==> config.mk <==
export PLATFORM = sky130hd
export DESIGN_NAME = alu_multicycle
export DESIGN_NICKNAME = d
export VERILOG_FILES = /design/src/rtl/alu_pkg.sv /design/src/rtl/alu_multicycle_mul_iter.sv /design/src/rtl/alu_multicycle.sv
export SDC_FILE = /design/constraint.sdc
export NUM_CORES = 1
export LEC_CHECK = 0
export CAP_MARGIN = 0
export CORE_ASPECT_RATIO = 1.2
export CORE_MARGIN = 3
export CORE_UTILIZATION = 55
export DETAILED_ROUTE_END_ITERATION = 7
export GPL_TIMING_DRIVEN = 1
export PLACE_DENSITY = 0.73
export SKIP_LAST_GASP = 1
export SYNTH_ARGS = -nofsm -noshare
export SYNTH_HDL_FRONTEND = slang
export SYNTH_SLANG_ARGS = --single-unit
==> constraint.sdc <==
create_clock -name CLK -period 10.9 [get_ports CLK]
set_clock_uncertainty 0.1 [all_clocks]
set_input_delay 3.27 -clock CLK [delete_from_list [all_inputs] [get_ports CLK]]
set_output_delay 3.27 -clock CLK [all_outputs]
set_load 0.005 [all_outputs]
==> src/rtl/alu_pkg.sv <==
// alu_pkg: op encodings and FSM state shared by the multicycle ALU
package alu_pkg;
  typedef enum logic [2:0] {
    OP_ADD, OP_SUB, OP_AND, OP_OR, OP_XOR, OP_SHR, OP_MUL, OP_MULH
  } op_t;
  typedef enum logic {S_IDLE, S_MUL} state_t;
endpackage

==> src/rtl/alu_multicycle_mul_iter.sv <==
// mul_iter: iterative shift-add unsigned multiplier, one partial product per cycle
module mul_iter #(
  parameter int WIDTH = 16
) (
  input  logic               CLK,
  input  logic               RST,
  input  logic               start,
  input  logic [WIDTH-1:0]   a,
  input  logic [WIDTH-1:0]   b,
  output logic               busy,
  output logic [2*WIDTH-1:0] product,
  output logic               last
);
  localparam int CW = $clog2(WIDTH);
  logic [WIDTH-1:0]   r_a;
  logic [2*WIDTH-1:0] r_acc;
  logic [CW-1:0]      r_cnt;
  logic               r_busy;
  logic [WIDTH:0]     w_sum;
  // product is the accumulator after the iteration happening this cycle
  assign w_sum   = {1'b0, r_acc[2*WIDTH-1:WIDTH]} + (r_acc[0] ? {1'b0, r_a} : '0);
  assign product = {w_sum, r_acc[WIDTH-1:1]};
  assign busy    = r_busy;
  assign last    = r_busy && r_cnt == '0;
  always_ff @(posedge CLK) begin
    if (RST) begin
      r_busy <= 1'b0;
      r_cnt  <= '0;
      r_a    <= '0;
      r_acc  <= '0;
    end else if (start && !r_busy) begin
      r_busy <= 1'b1;
      r_cnt  <= CW'(WIDTH - 1);
      r_a    <= a;
      r_acc  <= {{WIDTH{1'b0}}, b};
    end else if (r_busy) begin
      r_acc  <= product;
      r_cnt  <= r_cnt - CW'(1);
      r_busy <= r_cnt != '0;
    end
  end
endmodule

==> src/rtl/alu_multicycle.sv <==
// alu_multicycle: register-file ALU with single-cycle ops and iterative multiply
module alu_multicycle
  import alu_pkg::*;
#(
  parameter  int WIDTH = 16,
  parameter  int NREGS = 8,
  localparam int IDXW  = $clog2(NREGS)
) (
  input  logic             CLK,
  input  logic             RST,
  input  logic             start,
  input  logic [2:0]       op,
  input  logic [IDXW-1:0]  aindex,
  input  logic [IDXW-1:0]  bindex,
  input  logic [IDXW-1:0]  yindex,
  input  logic             wr_en,
  input  logic [IDXW-1:0]  wr_index,
  input  logic [WIDTH-1:0] wr_data,
  input  logic [IDXW-1:0]  rdindex,
  output logic [WIDTH-1:0] rddata,
  output logic             busy,
  output logic             done,
  output logic             carry,
  output logic             zero,
  output logic             negative
);
  localparam int SW = $clog2(WIDTH);
  logic [WIDTH-1:0]   r_regs [NREGS];
  state_t             r_state;
  op_t                r_op;
  logic [IDXW-1:0]    r_y;
  logic               r_done, r_c, r_z, r_n;
  op_t                w_op;
  logic [WIDTH-1:0]   w_a, w_b, w_sres, w_mres, w_res;
  logic [WIDTH:0]     w_add, w_sub;
  logic [SW-1:0]      w_sh;
  logic [2*WIDTH-1:0] w_prod;
  logic [IDXW-1:0]    w_yi;
  logic               w_acc, w_is_mul, w_sc, w_mc, w_c, w_swe, w_mwe, w_we, w_mbusy, w_last;
  assign w_op     = op_t'(op);
  assign w_a      = r_regs[aindex];
  assign w_b      = r_regs[bindex];
  assign w_acc    = start && r_state == S_IDLE;
  assign w_is_mul = w_op == OP_MUL || w_op == OP_MULH;
  assign w_sh     = w_b[SW-1:0];
  assign w_add    = {1'b0, w_a} + {1'b0, w_b};
  assign w_sub    = {1'b0, w_a} - {1'b0, w_b};
  always_comb begin
    w_sres = '0;
    w_sc   = 1'b0;
    case (w_op)
      OP_ADD: {w_sc, w_sres} = w_add;
      OP_SUB: {w_sc, w_sres} = w_sub;
      OP_AND: w_sres = w_a & w_b;
      OP_OR:  w_sres = w_a | w_b;
      OP_XOR: w_sres = w_a ^ w_b;
      OP_SHR: begin
        w_sres = w_a >> w_sh;
        w_sc   = w_sh != '0 && |(w_a & (WIDTH'(1) << (w_sh - SW'(1))));
      end
      default: ;
    endcase
  end
  mul_iter #(.WIDTH(WIDTH)) u_mul (
    .CLK    (CLK),
    .RST    (RST),
    .start  (w_acc && w_is_mul),
    .a      (w_a),
    .b      (w_b),
    .busy   (w_mbusy),
    .product(w_prod),
    .last   (w_last)
  );
  assign w_mres = r_op == OP_MULH ? w_prod[2*WIDTH-1:WIDTH] : w_prod[WIDTH-1:0];
  assign w_mc   = r_op == OP_MUL && |w_prod[2*WIDTH-1:WIDTH];
  assign w_mwe  = r_state == S_MUL && w_last;
  assign w_swe  = w_acc && !w_is_mul;
  assign w_we   = w_swe || w_mwe;
  assign w_res  = w_mwe ? w_mres : w_sres;
  assign w_c    = w_mwe ? w_mc : w_sc;
  assign w_yi   = w_mwe ? r_y : yindex;
  // the external load is assigned last so it wins a same-index collision
  always_ff @(posedge CLK) begin
    if (RST) begin
      r_state <= S_IDLE;
      r_op    <= OP_ADD;
      r_y     <= '0;
      r_done  <= 1'b0;
      r_c     <= 1'b0;
      r_z     <= 1'b0;
      r_n     <= 1'b0;
      for (int i = 0; i < NREGS; i++) r_regs[i] <= '0;
    end else begin
      r_done <= w_we;
      if (w_we) begin
        r_c <= w_c;
        r_z <= w_res == '0;
        r_n <= w_res[WIDTH-1];
        r_regs[w_yi] <= w_res;
      end
      if (w_acc && w_is_mul) begin
        r_state <= S_MUL;
        r_op    <= w_op;
        r_y     <= yindex;
      end else if (w_mwe) begin
        r_state <= S_IDLE;
      end
      if (wr_en) r_regs[wr_index] <= wr_data;
    end
  end
  assign rddata   = r_regs[rdindex];
  assign busy     = w_mbusy;
  assign done     = r_done;
  assign carry    = r_c;
  assign zero     = r_z;
  assign negative = r_n;
endmodule

==> metrics.cfg <==
[final_layout]
layout_commonest_cell = nand2_1
final_net_count = 1609
fin_cells = 1847
area_delta_synth_final_pct = 8.85
drive_above_1_share_pct = 14.8
mostFrequentLayoutCells = 151 x nand2_1, 128 x edfxtp_1, 119 x nor2_1
diodes = 0
fillers = 2236

[yosys]
synth_compound_area_share_pct = 19.2
netlist.area_leader.share_pct = 25.6
synth_top_area_cell = edfxtp_1
syn_area_um2 = 15000
yosysWarnings = 0
synthArstFlopShare_pct = 0
synth_area_per_cell_um2 = 9.96
synth_xor_area_share_pct = 1.05
synth_fa_ha_area_share_pct = 6.07
synthCells = 1507
synth_nets = 1616
synthTopCellsByArea = edfxtp_1 26%, mux4_2 14%, dfxtp_1 8.5%
synthMuxAreaShare_pct = 21.5
yosys.area_share.simple_pct = 13.4
ys.flop_type = edfxtp_1
synth_edf_count = 128
synth_top_family_by_area = multiplexers
synth_cell_types = 83
ys_seq_area_share_pct = 34.1
synth_seq_cells = 192

[clock_network]
post_cts_buffers = 0
cts_buffers = 17
htreeDepth = 4
cts_resized = 0
cts_hold_buffers = 0
cts_sinks = 192
clkSlewWorstSetupHoldPaths_ns = 0.08
clockBufferDepth = 2
clock_latency_ns = 0.47
root_buffer = clkbuf_16
tritoncts = yes

[power_and_ir_drop]
power_density_nw_per_um2 = 128
ir_worst_vdd_uv = 105
p_leak_uw = 0.00619

[timing]
postLayoutSetupSlackWorst_ns = 1.66
period_share_pct = 84.7
setup-tns-final_ns = 0
fin_crit_ns = 9.24
setup_violations = 0
grt_setup_unrepaired = no
worst_slew_pin_slew_ns = 1.23
relSlewSlack_pct = 17.7
drv_slew = 0
hold_viol = 0
fmax_mhz = 108

[floorplanning]
io_pins = 59
fp.dieW_um = 157
fp-row-count = 65
dieArea_um2 = 29300
die_height_um = 187
core-area_um2 = 26600
initial_utilization_pct = 56.5

[place]
gp_congestion = 0.988
dp_slack_ns = 1.45
io_buffers = 58
dp.cells = 1815
dp_hpwl_um = 37400

[route]
first_pass_iters = 7
vias = 13302
drc = 0
dr.first_iter.drc_count = 1562
routed_wl_um = 52300
wl_per_cell_um = 28.3
ant_nets = 0
vias_per_cell = 7.20

[global_route]
antenna_found_initial = 0
overflow = 0
grt_max_degree = 65
grt_util_all_layers_pct = 35.7
grt_pass1_wl_um = 79200
grt_pass1_vias = 13033

[setup_path]
cp-startpoint = bindex[1]
cp-start-kind = input pin
timing.rr.start = r_regs[2][0]
required_ns = 10.97
path_class = in2reg
path_max_fanout = 25
cp_common_cell = o21ai_0
cp_top_family = compound AO/OA/AOI/OAI gates
worst-path-buf-inv = 2
path_cells = clkdlybuf4s50_1, buf_4, nor2_1, a22o_1, or2_2, ha_1, o21ai_0, o21ai_0, nor4bb_1, o22ai_1, o31ai_1, a21o_1, a211oi_1, a2bb2oi_1, o22ai_1, o21ai_0
crit_path_end_kind = register
critPathSlowestCell = clkdlybuf4s50_1
arrival_ns = 9.31
critPathMaxStageDelay_ns = 0.85

[run]
maxCapViolCount = 0

[worst_hold_path]
hold_path.class = reg2reg
min_from = u_mul.r_a[10]

[status]
status = finished, final reports clean

-- power breakdown --
part | internal [µW] | switching (µW)
Clock | 306 | 326
Combinational | 236 | 387
Sequential | 812 | 29.6
-- state kept, by name, indices dropped and copies added, names as in the netlist --
signal / flops
carry: 1
done: 1
negative: 1
r_op: 3
r_regs: 128
r_state: 1
r_y: 3
u_mul.busy: 1
u_mul.r_a: 16
u_mul.r_acc: 32
u_mul.r_cnt: 4
zero: 1
-- kinds of logic after synthesis --
kind of cell    Yosys count
simple gates            429
compound gates          424
mux                     201
flops                   192
buf+inv                 172
fa+ha+maj                71
xor+xnor                 18
-- layout make-up --
| class | count | area, µm² | area share, % |
|---|---|---|---|
| clock buffer | 18 | 429 | 2.63 |
| clock inverter | 13 | 134 | 0.819 |
| inverter | 57 | 214 | 1.31 |
| multi-input combinational | 1143 | 9230 | 56.5 |
| sequential | 192 | 5130 | 31.4 |
| tap | 335 | 419 | 2.56 |
| timing repair buffer | 89 | 791 | 4.84 |
-- stage by stage --
| step | area [µm²] | hold WS (ns) | power (µW) | util [%] |
|---|---|---|---|---|
| 2_1_floorplan | 15000 | 0.336 | 1260 | - |
| 3_3_place_gp | 15800 | 0.342 | 1450 | 59.3 |
| 3_5_place_dp | 15800 | 0.361 | 1460 | 59.3 |
| 4_1_cts | 16300 | 0.376 | 2080 | 61.4 |
| 5_1_grt | 16300 | 0.384 | 2170 | 61.4 |
| 6_report | 16300 | 0.375 | 2100 | 61.4 |
-- worst paths after layout --
kind                         to  slack (ns)  depth (start not counted)
setup / recovery  r_regs[3][15]        1.66                         16
hold / removal    u_mul.r_a[10]        0.38                          1
setup reg to reg           zero        5.22                         16
hold reg to reg   u_mul.r_a[10]        0.38                          1
-- synthesized netlist by cell type, drive strengths merged (33+ instances only) --
library cell and n:
nor2 119, mux2i 76, clkbuf 70, o21ai 117, buf 45, a22o 66
edfxtp 128, inv 56, a211oi 35, ha 68, mux2 33, nand2 151
a21oi 73, mux4 92, dfxtp 64
-- worst register-to-register path: stages, from the launching register on --
cell,delay [ns]
edfxtp_1,0.47
mux4_2,0.52
mux2i_2,0.24
clkinv_1,0.31
ha_1,0.33
fa_1,0.45
or2_2,0.31
a211oi_1,0.49
o221ai_1,0.32
o31ai_1,0.45
xnor2_1,0.11
a21oi_1,0.15
a31oi_1,0.10
a221oi_2,0.72
nand4_1,0.20
nor4_2,0.19
a31o_1,0.17
-- metal layers --
metal | wire, µm | global-route usage [%] | vias to the layer above
li1 | - | - | 5740
met1 | 18200 | 42.7 | 6415
met2 | 25500 | 59.9 | 908
met3 | 4870 | 6.32 | 239
met4 | 3740 | 21.1 | 0
met5 | 0 | 0 | -
(Power assumes the default switching activity.)
